<file path="src/rtl/branch_pc_seq_pkg.sv">
// Shared constants for the branch PC sequencer: FSM state encoding and
// instruction-register field positions used by the branch datapath.
package branch_pc_seq_pkg;

  typedef enum logic [1:0] {
    IDLE   = 2'd0,
    STROBE = 2'd1,
    EVAL   = 2'd2,
    DONE   = 2'd3
  } state_t;

  localparam int C_FIELD_W = 19;
  localparam int C_LSB     = 0;
  localparam int C_MSB     = 18;

  // C2 selects the condition and belongs to the CON flip-flop, not this block
  localparam int C2_LSB = 19;
  localparam int C2_MSB = 20;

endpackage

</file>
<file path="src/rtl/branch_pc_seq_sext_imm.sv">
// Combinational sign extender from the IMM_W-bit branch displacement to PC_W.
module sext_imm #(
  parameter int IMM_W = 19,
  parameter int PC_W  = 32
) (
  input  logic [IMM_W-1:0] imm,
  output logic [PC_W-1:0]  ext
);

  assign ext = {{(PC_W-IMM_W){imm[IMM_W-1]}}, imm};

endmodule

</file>
<file path="src/rtl/branch_pc_seq.sv">
// Program-counter sequencer: fetch increment, direct loads, and a
// three-cycle conditional branch that strobes and then samples the CON flip-flop.
module branch_pc_seq
  import branch_pc_seq_pkg::*;
#(
  parameter int              PC_W     = 32,
  parameter int              IMM_W    = C_FIELD_W,
  parameter logic [PC_W-1:0] RESET_PC = '0
) (
  input  logic            clk,
  input  logic            clr,
  input  logic            inc,
  input  logic            load,
  input  logic [PC_W-1:0] load_val,
  input  logic            br_start,
  input  logic [31:0]     ir,
  input  logic            con,
  output logic [PC_W-1:0] pc,
  output logic            con_in,
  output logic            busy,
  output logic            br_done,
  output logic            br_taken
);

  state_t          state, next_state;
  logic [PC_W-1:0] off;
  logic [PC_W-1:0] off_ext;
  logic            taken;
  logic            unused_ir_bits;

  assign unused_ir_bits = ^ir[31:IMM_W];

  sext_imm #(.IMM_W(IMM_W), .PC_W(PC_W)) u_sext (
    .imm (ir[IMM_W-1:0]),
    .ext (off_ext)
  );

  always_ff @(posedge clk or posedge clr) begin
    if (clr) state <= IDLE;
    else     state <= next_state;
  end

  always_comb begin
    next_state = state;
    con_in     = 1'b0;
    busy       = 1'b1;
    br_done    = 1'b0;
    br_taken   = 1'b0;
    case (state)
      IDLE: begin
        busy = 1'b0;
        if (br_start) next_state = STROBE;
      end
      STROBE: begin
        con_in     = 1'b1;
        next_state = EVAL;
      end
      EVAL: next_state = DONE;
      DONE: begin
        br_done    = 1'b1;
        br_taken   = taken;
        next_state = IDLE;
      end
      default: next_state = IDLE;
    endcase
  end

  // Requests arriving outside IDLE are dropped; a branch beats load beats inc
  always_ff @(posedge clk or posedge clr) begin
    if (clr) begin
      pc    <= RESET_PC;
      off   <= '0;
      taken <= 1'b0;
    end else begin
      case (state)
        IDLE: begin
          if (br_start)  off <= off_ext;
          else if (load) pc  <= load_val;
          else if (inc)  pc  <= pc + PC_W'(1);
        end
        EVAL: begin
          if (con) pc <= pc + off;
          taken <= con;
        end
        default: ;
      endcase
    end
  end

endmodule

</file>
<file path="config.mk">
export PLATFORM = sky130hd
export DESIGN_NAME = branch_pc_seq
export DESIGN_NICKNAME = d
export VERILOG_FILES = /design/src/rtl/branch_pc_seq_pkg.sv /design/src/rtl/branch_pc_seq_sext_imm.sv /design/src/rtl/branch_pc_seq.sv
export SDC_FILE = /design/constraint.sdc
export NUM_CORES = 1
export LEC_CHECK = 0
export ABC_AREA = 1
export CAP_MARGIN = 20
export CORE_MARGIN = 2
export CORE_UTILIZATION = 50
export DETAILED_ROUTE_END_ITERATION = 16
export PLACE_DENSITY = 0.76
export SETUP_SLACK_MARGIN = 0.3
export SYNTH_ARGS = -nofsm -noshare
export SYNTH_HDL_FRONTEND = slang
export SYNTH_SLANG_ARGS = --single-unit
export TNS_END_PERCENT = 30
</file>
<file path="constraint.sdc">
create_clock -name clk -period 3.93 [get_ports clk]
set_clock_uncertainty 0.15 [all_clocks]
set_input_delay 0.393 -clock clk [delete_from_list [all_inputs] [get_ports clk]]
set_output_delay 0.393 -clock clk [all_outputs]
set_load 0.01 [all_outputs]
</file>
* After elaboration in Yosys (flattened, before gate mapping) *
Cells that the tools add are included.
W data, S select, Z words.

cells by class
  add/sub/neg operators = 2
  eq/ne operators = 7
  mux-type cells = 11
  reduce and logical (&&, ||, !) cells = 4

operators by type and width
  cell                     number
  $mux W32                 4
  $pmux W32 S2             1
  $add A32 B1 Y32 const B  1
  $add A32 B32 Y32         1
  $pmux W2 S4              1
  $ne A2 B2 Y1 const B     3
  $eq A2 B2 Y1 const B     2
  $mux W1                  4
  $reduce_and A4 Y1        1
  $ne A3 B3 Y1 const B     1
  $eq A2 B1 Y1 const B     1
  $logic_not A2 Y1         1
  $mux W2                  1
  $reduce_and A2 Y1        1
  $reduce_bool A2 Y1       1

storage, ports and cells
  flip-flop bits (word level) = 54

* Longest topological paths before layout *
  word-level depth = 5
  gate-level depth with buffers = 13

* Modules after synthesis *
A second synthesis with hierarchy kept.

unflattened totals
  cell total of the unflattened synthesis = 1,155
  area, all modules = 6,826.5 um2

modules (own cells, without submodules)
  module         instances  cells an instance  area an instance (um2)  seq. area each (um2)
  branch_pc_seq  1          1,123              6,586.3                 1,676.6
  sext_imm       1          32                 240.2                   0.0

* Worst setup path after synthesis *
Ideal clock, no wire load.

  path kind = reg-to-reg
  start point = register pc[0]
  end point = register pc[16]
  data arrival time = 1.887 ns
  data required time = 3.664 ns
  slack = 1.777 ns
  stages on the path, launching flop included = 13
  clock period less this slack = 2.153 ns
  path through = dfrtp_1 ha_1 fa_1 nand3_1 nand3_1 nand2_1 nand3_1 nand3_1 nand3_1 nand3_1 nand2_1 nand2_1 nand2_1

on the way
  longest elaborated chain between the ends = 5

ends and longest elaborated chain
  what                      RTL line             RTL
  start: declaration        branch_pc_seq.sv:18  output logic [PC_W-1:0] pc,
  start signal: assignment  branch_pc_seq.sv:78  else if (load) pc <= load_val;
  start signal: assignment  branch_pc_seq.sv:79  else if (inc) pc <= pc + PC_W'(1);
  start signal: assignment  branch_pc_seq.sv:82  if (con) pc <= pc + off;
  $add A32 B1 Y32           branch_pc_seq.sv:79
  $mux W32                  branch_pc_seq.sv:79
  $mux W32                  branch_pc_seq.sv:78
  $mux W32                  branch_pc_seq.sv:77  if (br_start) off <= off_ext;
  $pmux W32 S2 (*)          branch_pc_seq.sv:75  case (state)

Mark *: on every way between the ends. The rest lies on a longest branch, timed or not. The select of a mux whose other input is x is not followed.
A chain may end at the register's enable or synchronous reset.

* Final worst setup path *
  start point = register pc[0]
  end point = register pc[8]

The elaborated chain is that of the path after synthesis.

==> summary.md <==
| Metric | Value |
|---|---|
| Share of layout cells above drive strength 1 | 0.0268 |
| Worst slew pin tran | 601 ps |
| Top post-synthesis cells by area | nand2_1, dfrtp_1, inv_1, nor2_1, nand3_1 |
| Nets | 1,263 |
| Req. time, crit path | 3960 ps |
| Final hold violation count | 0 |
| Vias in the first global route | 6,059 |
| Via density | 5.21 |
| Setup repair bufs after CTS | 0 |
| Flop and latch count out of synthesis | 54 |
| Initial Util | 0.506 |
| Grt total ovfl | 0 |
| Yosys warns | 0 |
| CTS clk-pin slew, worst paths | 80 ps |
| Max Fclk | 359 MHz |
| Starting DRT DRC Count | 634 |
| Final period util | 0.709 |
| Placed insts | 1,296 |
| Count of cell types in the netlist | 36 |
| Hold buffer count at cts | 0 |
| Worst VDD drop | 543 uV |
| Core area | 11,900 sq um |
| Worst setup endpoint | pc[8]$_DFFE_PP0P_ |
| Type of the worst setup path | register to register |
| Slew Limit Fails | 0 |
| R2R cell count | 10 |
| R2R Path Start | pc[0]$_DFFE_PP0P_ |
| Clock root buffer | clkbuf_16 |
| Row count | 40 |
| Largest area contributor in the netlist | nand2_1 |
| Hold Path Class | input pin to async pin |
| Lkg Pwr | 3.96 nW |
| Number of max-cap violations | 0 |
| Critical Path Source Type | register |
| Synth Area in Compound Gates | 0.103 |
| Gr usage total | 0.289 |
| RSZ-0062 raised after global routing | false |
| IO buf count | 92 |
| Worst Path Arrival | 2810 ps |
| Post-Synth XOR/XNOR Area | 0.0219 |
| Setup crit end kind | register |
| Post-DP HPWL | 14.4 mm |
| I/O pins | 106 |
| Die footprint | 12,900 sq um |
| WL/cell | 13.9 microns |
| Synth Net Count | 1,178 |
| Max FO, Critical Path | 7 |
| Reg2reg end | pc[8]$_DFFE_PP0P_ |
| CTS H-Tree Depth | 2 |
| Post-route ant nets | 0 |
| Mux contribution to synthesized area | 0 |
| Layout Cells excl Fill | 1,304 |
| Num CTS Buffers | 5 |
| # resized after CTS | 0 |
| Post-Syn Area per Cell | 5.61 sq um |
| Final setup fails | 0 |
| Register area share after synthesis | 0.225 |
| Synth-to-Final Area Change | 20.4% |
| Gp weighted congestion | 0.936 |
| Filler cell count | 1,197 |
| Worst Setup SP | pc[0]$_DFFE_PP0P_ |
| Post-synth top area share | 0.267 |
| WL final | 18.1 mm |
| Simple-gate share of the synthesized area | 0.454 |
| Die Width | 114 microns |
| Max-slew headroom | 0.599 |
| R2R Setup Slk | 1140 ps |
| PwrDens | 928 nW/um^2 |
| Clk_lat worst skew | 300 ps |
| Total Neg Setup Slack | 0 ps |
| Status | completed |
| Post-Synth Adder-Cell Area | 0.0784 |
| DR DRC count | 0 |
| Pre-antenna DRT Iters | 5 |
| Antenna Cells | 0 |
| First-pass GRT wire length | 29.7 mm |
| Largest net degree at the start of global routing | 53 |
| Largest family of logic cells by synthesized area | simple AND/OR/NAND/NOR gates |
| TritonCTS clock tree | yes |
| Max Root-Sink Buffers | 2 |
| Initial antenna violation count | 0 |
| # clock sinks | 54 |
| Via count | 6,797 |
| Die span in y | 114 microns |
| Synth Instances | 1,071 |
| Synth Cell Area | 6000 sq um |
| Final min period | 2790 ps |
[metal layers]
layer	track usage	wire (microns)	vias to the layer above
met5	0	0	-
met4	0.0805	468	0
met3	0.0292	1180	31
met2	0.452	7830	257
met1	0.426	8620	3016
li1	-	-	3493
[area by class of cell]
cell class,count,area [sq um],area share
Inverter,163,612,0.0847
Clock buffer,6,129,0.0178
Multi-Input combinational cell,832,3960,0.547
Timing Repair Buffer,100,981,0.136
Clock inverter,2,13.8,0.00190
Tap cell,147,184,0.0255
Sequential cell,54,1350,0.187
[critical path, cell delays in order, from the launching register on]
cell,delay [ps]
dfrtp_1,480
ha_1,320
fa_1,490
nand3_1,120
nand3_1,190
nand2_1,110
nand3_1,150
o21ai_0,350
o21ai_0,150
nand2_1,70
o21ai_0,80
[state kept, by name, indices dropped and copies added (netlist names)]
name,count
state,2
taken,1
off,19
pc,32
[power by group]
group / switching (mW) / internal [mW]
logic: 3.08 / 1.85
registers: 0.481 / 0.833
clock network: 0.222 / 0.238
total: 3.79 / 2.92
[synthesized netlist by cell type]
library cell,count
nand3_2,3
o211ai_1,3
inv_2,2
buf_1,3
fa_1,1
xor2_1,12
xnor2_1,3
o21ai_1,1
nand3b_1,4
clkbuf_1,12
a21boi_1,10
o21ai_2,1
dfrtp_1,54
nand2_2,1
nor2_2,2
inv_1,160
o22ai_1,3
nor2_1,129
o21ai_0,20
clkinv_1,1
o21bai_1,2
nand2_1,427
buf_2,6
nand4_1,3
nor3_1,4
a21o_1,1
buf_4,1
nor3_2,1
nand3_1,91
nor2_4,4
a22oi_1,2
and3_1,1
ha_1,36
and2_1,1
a2bb2oi_1,5
a21oi_1,61
[cell families after synthesis]
family,count (synthesis)
xor gates and xnor gates,15
and+or+nand+nor,671
buffers and inverters,185
DFF,54
adders and majority gates,37
AOI/OAI and AO/OA,109
[worst min path at each step]
stage                           to  slack (ps)  depth (start not counted)
2_1_floorplan   off[0]$_DFFE_PP0P_         300                          2
3_3_place_gp   off[14]$_DFFE_PP0P_         320                          2
6_report        off[2]$_DFFE_PP0P_         310                          2
5_1_grt        off[13]$_DFFE_PP0P_         360                          2
4_1_cts         off[2]$_DFFE_PP0P_         330                          2
3_5_place_dp   off[12]$_DFFE_PP0P_         320                          2
[stage by stage]
stage                      util  hold slack (ps)  worst slack, ps  cell area (sq um)  total power [mW]
final                     0.609              306             1140               7230              6.71
after global placement    0.597              316             1250               7080              6.09
after floorplan               -              303             1780               6000              4.67
after detailed placement  0.597              320             1210               7080              6.17
after global routing      0.609              359              963               7230              7.46
after CTS                 0.609              327             1190               7230              6.66
[placed cells by master, fill, tap and decap left out, types with 2 or more instances in the layout]
cell type	instances
nand2_1	427
inv_1	159
nor2_1	129
clkdlybuf4s50_1	92
nand3_1	91
a21oi_1	61
dfrtp_1	54
ha_1	35
o21ai_0	20
xor2_1	12
a21boi_1	10
buf_4	8
a2bb2oi_1	5
clkbuf_16	5
nor3_1	4
nor2_4	4
nand3b_1	4
nand3_2	3
inv_2	3
nand4_1	3
o211ai_1	3
xnor2_1	3
o22ai_1	3
nor2_2	2
o21bai_1	2
a22oi_1	2
No activity file was read; power rests on OpenSTA's default activity.
